**config.mk**
```make
export PLATFORM = sky130hd
export DESIGN_NAME = instr_fetch_unit
export DESIGN_NICKNAME = d
export VERILOG_FILES = /design/src/rtl/instr_fetch_unit_pkg.sv /design/src/rtl/instr_fetch_unit_fetch_buffer.sv /design/src/rtl/instr_fetch_unit.sv
export SDC_FILE = /design/constraint.sdc
export NUM_CORES = 1
export LEC_CHECK = 0
export ABC_AREA = 1
export CORE_MARGIN = 2
export CORE_UTILIZATION = 40
export DETAILED_ROUTE_END_ITERATION = 7
export GPL_TIMING_DRIVEN = 0
export PLACE_DENSITY_LB_ADDON = 0.05
export SYNTH_ARGS = -nofsm -noshare
export SYNTH_HDL_FRONTEND = slang
export SYNTH_HIERARCHICAL = 1
export SYNTH_SLANG_ARGS = --single-unit
```
**constraint.sdc**
```tcl
create_clock -name clk -period 2.45 [get_ports clk]
set_input_delay 0.735 -clock clk [delete_from_list [all_inputs] [get_ports clk]]
set_output_delay 0.735 -clock clk [all_outputs]
set_load 0.005 [all_outputs]
```
**src/rtl/instr_fetch_unit_pkg.sv**
```systemverilog
// Shared types and defaults for the instruction fetch unit.
package instr_fetch_unit_pkg;

  localparam int XLEN_DEFAULT    = 32;
  localparam int ILEN_DEFAULT    = 32;
  localparam int PC_STEP_DEFAULT = 4;

  typedef enum logic [2:0] {
    ST_IDLE  = 3'd0,
    ST_REQ   = 3'd1,
    ST_WAIT  = 3'd2,
    ST_HOLD  = 3'd3,
    ST_DRAIN = 3'd4
  } fetch_state_e;

endpackage

```
**src/rtl/instr_fetch_unit_fetch_buffer.sv**
```systemverilog
// Holding register for the fetched instruction and its PC presented to decode.
module instr_fetch_unit_fetch_buffer #(
  parameter int XLEN = 32,
  parameter int ILEN = 32
) (
  input  logic            clk,
  input  logic            rst,
  input  logic            i_load,
  input  logic            i_clear,
  input  logic [ILEN-1:0] i_instr,
  input  logic [XLEN-1:0] i_pc,
  output logic            o_valid,
  output logic [ILEN-1:0] o_instr,
  output logic [XLEN-1:0] o_pc
);

  logic            r_valid;
  logic [ILEN-1:0] r_instr;
  logic [XLEN-1:0] r_pc;

  // Load wins over clear; clearing only drops valid so the payload stays put.
  always_ff @(posedge clk or negedge rst) begin
    if (!rst) begin
      r_valid <= 1'b0;
      r_instr <= '0;
      r_pc    <= '0;
    end else if (i_load) begin
      r_valid <= 1'b1;
      r_instr <= i_instr;
      r_pc    <= i_pc;
    end else if (i_clear) begin
      r_valid <= 1'b0;
    end
  end

  assign o_valid = r_valid;
  assign o_instr = r_instr;
  assign o_pc    = r_pc;

endmodule

```
**src/rtl/instr_fetch_unit.sv**
```systemverilog
// Fetch sequencer: requests the instruction at pc_q, hands it to decode and
// steers the PC register with either PC+STEP or a redirect target.
module instr_fetch_unit
  import instr_fetch_unit_pkg::*;
#(
  parameter int XLEN    = XLEN_DEFAULT,
  parameter int ILEN    = ILEN_DEFAULT,
  parameter int PC_STEP = PC_STEP_DEFAULT
) (
  input  logic            clk,
  input  logic            rst,
  input  logic [XLEN-1:0] pc_q,
  output logic            pc_load,
  output logic [XLEN-1:0] pc_next,
  output logic            imem_req_valid,
  input  logic            imem_req_ready,
  output logic [XLEN-1:0] imem_req_addr,
  input  logic            imem_rsp_valid,
  input  logic [ILEN-1:0] imem_rsp_data,
  input  logic            redirect_valid,
  input  logic [XLEN-1:0] redirect_pc,
  output logic            if_valid,
  input  logic            if_ready,
  output logic [ILEN-1:0] if_instr,
  output logic [XLEN-1:0] if_pc
);

  fetch_state_e    r_state;
  fetch_state_e    w_state_next;
  logic            w_pc_load;
  logic [XLEN-1:0] w_pc_next;
  logic            w_buf_load;
  logic            w_buf_clear;
  logic            w_redirect;
  logic [XLEN-1:0] w_pc_inc;

  assign w_pc_inc   = pc_q + XLEN'(PC_STEP);
  assign w_redirect = redirect_valid && (r_state != ST_IDLE);

  always_ff @(posedge clk or negedge rst) begin
    if (!rst) begin
      r_state <= ST_IDLE;
    end else begin
      r_state <= w_state_next;
    end
  end

  always_comb begin
    w_state_next = r_state;
    w_pc_load    = 1'b0;
    w_pc_next    = '0;
    w_buf_load   = 1'b0;
    w_buf_clear  = 1'b0;
    case (r_state)
      ST_IDLE: w_state_next = ST_REQ;
      ST_REQ: begin
        if (w_redirect) begin
          w_state_next = imem_req_ready ? ST_DRAIN : ST_REQ;
        end else if (imem_req_ready) begin
          w_state_next = ST_WAIT;
        end
      end
      ST_WAIT: begin
        if (w_redirect) begin
          w_state_next = imem_rsp_valid ? ST_REQ : ST_DRAIN;
        end else if (imem_rsp_valid) begin
          w_buf_load   = 1'b1;
          w_pc_load    = 1'b1;
          w_pc_next    = w_pc_inc;
          w_state_next = ST_HOLD;
        end
      end
      ST_HOLD: begin
        if (w_redirect || if_ready) begin
          w_buf_clear  = 1'b1;
          w_state_next = ST_REQ;
        end
      end
      // A redirect here keeps draining unless the outstanding response is
      // arriving this very cycle, otherwise nothing would ever release us.
      ST_DRAIN: begin
        if (imem_rsp_valid) begin
          w_state_next = ST_REQ;
        end
      end
      default: w_state_next = ST_IDLE;
    endcase
    if (w_redirect) begin
      w_pc_load   = 1'b1;
      w_pc_next   = redirect_pc;
      w_buf_clear = 1'b1;
    end
  end

  assign pc_load        = w_pc_load;
  assign pc_next        = w_pc_next;
  assign imem_req_valid = (r_state == ST_REQ);
  assign imem_req_addr  = (r_state == ST_REQ) ? pc_q : '0;

  instr_fetch_unit_fetch_buffer #(
    .XLEN(XLEN),
    .ILEN(ILEN)
  ) u_fetch_buffer (
    .clk     (clk),
    .rst     (rst),
    .i_load  (w_buf_load),
    .i_clear (w_buf_clear),
    .i_instr (imem_rsp_data),
    .i_pc    (pc_q),
    .o_valid (if_valid),
    .o_instr (if_instr),
    .o_pc    (if_pc)
  );

endmodule

```
Yosys cells after proc, flatten, opt, wreduce, memory -nomap -nowiden --
Index checks and enable logic that the tools add are counted.
Operators by class: add/subtract/negate cells 1, mux-type cells 23, reductions and logical operators 6, equality and inequality tests 8
Operators with widths (number):
- $mux W32 | 4
- $add A32 B3 Y32 const B | 1
- $mux W3 | 8
- $pmux W3 S5 | 1
- $mux W1 | 10
- $eq A3 B2 Y1 const B | 2
- $ne A2 B2 Y1 const B | 2
- $reduce_and A4 Y1 | 1
- $eq A3 B1 Y1 const B | 1
- $eq A3 B3 Y1 const B | 1
- $logic_not A3 Y1 | 1
- $ne A3 B1 Y1 const B | 1
- $ne A3 B3 Y1 const B | 1
- $reduce_bool A3 Y1 | 1
- $reduce_bool A2 Y1 | 1
- $logic_and A1 B1 Y1 | 1
- $logic_or A1 B1 Y1 | 1
Storage, ports and cells: logic and storage cells 42, output and inout bits 131, register bits 68, bits of input ports 102

Logic depth before layout (Yosys ltp) --
depth after elaboration 8, depth in mapped cells 11, depth with buffers taken out 9

Hierarchy --
Netlist, hierarchy kept.
Modules (own cells, without submodules):
- instr_fetch_unit_fetch_buffer | area an instance 2514.9 um2, sequential area each 1626.6 um2, instances 1, cells each 275
- instr_fetch_unit | area an instance 1819.2 um2, sequential area each 75.1 um2, instances 1, cells each 386

Least setup slack after synthesis --
OpenSTA, ideal clock, no wires.
path kind in2out, from input port pc_q[2], to output port pc_next[16], slack 163 ps, arrival time 1552 ps, required time 1715 ps, stages 7, buffers on the path 0, path through ha_1 > nand2_2 > nor2_2 > nand2_2 > nor2_8 > a21oi_1 > o21ai_1
Between the ends: word-level cells in the longest chain between the ends 4
Ends and longest elaborated chain:
- start, declared | line instr_fetch_unit.sv:12 | input logic [XLEN-1:0] pc_q,
- $add A32 B3 Y32 | line instr_fetch_unit.sv:37 | assign w_pc_inc = pc_q + XLEN'(PC_STEP);
- $mux W32 | line instr_fetch_unit.sv:66 | end else if (imem_rsp_valid) begin
- $mux W32 | line instr_fetch_unit.sv:54 | case (r_state)
- $mux W32 | line instr_fetch_unit.sv:88 | if (w_redirect) begin
- end, declared | line instr_fetch_unit.sv:14 | output logic [XLEN-1:0] pc_next,
Every way passes these cells.

Worst setup path after layout --
from input port pc_q[2], to output port pc_next[26]
The elaborated chain is that of the path after synthesis.

==> metrics.log <==
[metrics] number of max-cap violations: 0
[metrics] number of hold violations in the final report: 0
[metrics] final weighted congestion of routability-driven global placement: 0.961
[metrics] placeable core region: 10700 µm²
[metrics] worst hold-check path type: flip-flop to flip-flop
[metrics] vias in the first global route: 5636
[metrics] CTS Hold Buffers Added: 0
[metrics] CP Buf/Inv Count: 3
[metrics] transition time at the pin with the least slew margin: 0.873 ns
[metrics] WP data arrival: 2.05 ns
[metrics] RSZ-0062 raised after global routing: true
[metrics] maximum number of pins on one net before global-route repair: 69
[metrics] number of buffers inserted during clock tree synthesis: 9
[metrics] count of endpoints failing setup in the final report: 29
[metrics] total congestion overflow after global routing: 0
[metrics] clock-pin transition on the worst setup and hold timing paths: 0.07 ns
[metrics] CP Class: input pin to output port
[metrics] Cell variety after synth: 32
[metrics] Clock Path Buffers: 2
[metrics] most frequent cells in the layout: nand2_1, clkdlybuf4s50_1, dfrtp_1, nor2_1, buf_6
[metrics] category of cells accounting for the largest share of critical-path delay: simple AND/OR/NAND/NOR gates
[metrics] WL per Instance: 16.5 µm
[metrics] Top-Level Pins: 233
[metrics] number of pins exceeding their max-slew limit in the final report: 0
[metrics] Detailed Route WL: 18600 µm
[metrics] DRT Pass-1 Iters: 5
[metrics] wire length of the first global-routing pass: 27500 µm
[metrics] Power per Cell Area: 794 nW/µm²
[metrics] number of I/O port buffers: 232
[metrics] violations in the final reports: negative setup slack
[metrics] fin nets: 1083
[metrics] Die H: 108 µm
[metrics] area of all placed cells without fillers: 8080 µm²
[metrics] die area: 11700 µm²
[metrics] critical path required time: 1.71 ns
[metrics] maximum level of the CTS H-tree: 3
[metrics] total power consumption of the routed design: 0.00642 W
[metrics] tightest slew margin relative to the limit: 41.8%
[metrics] Overall Global Routing Usage: 30.2%
[metrics] number of synthesis warnings: 6
[metrics] Layout area overhead: 86.4%
[metrics] netlist area before placement: 4330 µm²
[metrics] post-route clock period utilization: 114%
[metrics] clock period minus worst slack: 2.79 ns
[metrics] number of sinks on the clock net: 68
[metrics] number of instances in the synthesized netlist: 661
[metrics] fraction of final layout cells sized beyond drive strength 1: 32.1%
[metrics] maximum vdd drop: 664 µV
[metrics] Leakage: 4.18 nW
[metrics] clk_lat worst skew: 0.36 ns
[metrics] critical path's slowest cell: nor2_4
[metrics] most common cell after layout, fill and taps aside: nand2_1
[metrics] cells traversed along the worst timing path: buf_12, ha_4, nand2_4, nor2_4, nand2_4, buf_6, nor2_4, nand4_1, nand3_1, nand2_1, buf_2
[metrics] via density per instance: 5.09
[metrics] root buffer selected by CTS: clkbuf_8
[metrics] number of standard-cell rows in the floorplan: 38
[metrics] effective utilization at floorplan: 40.5%
[metrics] setup clock skew after layout: 0.0168 ns
[metrics] Die Span X: 108 µm
[metrics] sequential-to-total area share from yosys stat: 39.3%
[metrics] half-perimeter wire length of the detailed placement result: 12100 µm
[metrics] detailed-route via count: 5727
[metrics] Antenna Violating Nets Remaining: 0
[metrics] Highest Clock Rate: 358 MHz
[metrics] endpoint type of the worst setup path: output port
[metrics] post-placement cell area: 6830 µm²
[metrics] Post-Syn Area per Cell: 6.56 µm²
[metrics] number of antenna violations at the first check in global routing: 0
[metrics] Max Fanout on Critical Path: 5
[metrics] antenna fix cells: 0
[metrics] stage delay of the slowest cell on the critical path: 0.20 ns
[metrics] final core utilization: 75.5%
[metrics] outcome: finished with violations
[metrics] register bit total from synthesis: 68
[metrics] startpoint class of the critical path: input pin
[metrics] syn_nets: 764
[metrics] clock tree from TritonCTS: built
[metrics] min setup slack post-route: -0.340 ns
[metrics] initial detailed-routing violation count: 526
[metrics] hold slack final: 0.472 ns
[metrics] DRC viols: 0
## synth_stat cells (all sizes together)
library cell	count	area [µm²]
a21oi	5	25.0
a22o	1	8.76
and3	1	6.26
buf	18	159
clkbuf	4	45.0
clkinv	2	12.5
dfrtp	68	1700
ha	1	12.5
inv	58	218
nand2	338	1280
nand3	33	213
nand3b	4	30.0
nand4	4	25.0
nor2	91	417
nor3	2	10.0
o211ai	2	15.0
o21ai	27	135
o311ai	1	8.76
xor2	1	8.76
## timing repair
item / 4_1_cts / 5_1_grt
setup buffers: 59 / 13
cloned: 4 / 0
resized for setup: 486 / 76
endpoints found under the setup margin: 66 / 55
pin swaps: 61 / 30
## power breakdown
group / switching (W) / internal (W)
clock: 0.000448 / 0.000573
sequential: 0.000248 / 0.00157
combinational: 0.00156 / 0.00201
## area by class of cell
| type | instances | area, µm² |
|---|---|---|
| buffer | 22 | 274 |
| tap | 140 | 175 |
| inverter | 60 | 244 |
| timing repair buffer | 307 | 2810 |
| clock buffer | 10 | 128 |
| multi-input combinational | 512 | 2660 |
| sequential | 68 | 1700 |
| fill | 800 | 2620 |
| clock inverter | 6 | 88.8 |
## per-layer routing
| metal | vias up | wire [µm] | track usage, % |
|---|---|---|---|
| met3 | 68 | 1610 | 6.03 |
| li1 | 2657 | - | - |
| met2 | 342 | 9230 | 53.5 |
| met1 | 2660 | 6980 | 35.6 |
| met5 | - | 0 | 0 |
| met4 | 0 | 746 | 12.7 |
## tightest hold or removal path, cell delays in order, from the launching register on
cell     delay (ns)
dfrtp_1        0.34
nand2_1        0.05
nand2_1        0.05
## state kept, by name, summed over array words and instances, names as in the netlist
signal                  cells
u_fetch_buffer/o_pc        32
u_fetch_buffer/o_valid      1
r_state                     3
u_fetch_buffer/o_instr     32
## metrics by stage
| stage | setup TNS [ns] | worst slack, ns | cells |
|---|---|---|---|
| 6_report | -4.60 | -0.340 | 1125 |
| 5_1_grt | -6.38 | -0.358 | 1125 |
| 4_1_cts | -2.55 | -0.207 | 1112 |
| 3_5_place_dp | -41.33 | -1.18 | 1033 |
| 3_3_place_gp | -148.94 | -1.60 | 1033 |
| 2_1_floorplan | 0 | 0.163 | 661 |
## cells by family (layout without fill, tap and decap cells)
kind of cell / count (synthesis) / in the layout / share of synthesized area [%]
fa+ha+maj: 1 / 1 / 0.289
buf+inv: 82 / 405 / 10.0
simple gates: 473 / 474 / 45.8
flops: 68 / 68 / 39.3
compound gates: 36 / 36 / 4.45
xor+xnor: 1 / 1 / 0.202
## final timing paths
path	startpoint	endpoint	slack (ns)	cells after the start
worst max-delay path	pc_q[2]	pc_next[26]	-0.34	11
worst min-delay path	u_fetch_buffer/o_instr[25]	u_fetch_buffer/o_instr[25]	0.47	2
min in group asynchronous	rst	u_fetch_buffer/o_instr[3]	0.48	1
max in group asynchronous	rst	u_fetch_buffer/o_pc[26]	1.37	1
worst max register to register	r_state[0]	u_fetch_buffer/o_pc[3]	0.48	13
worst min register to register	u_fetch_buffer/o_instr[25]	u_fetch_buffer/o_instr[25]	0.47	2
Note: power is estimated with default switching activity, not from simulation.
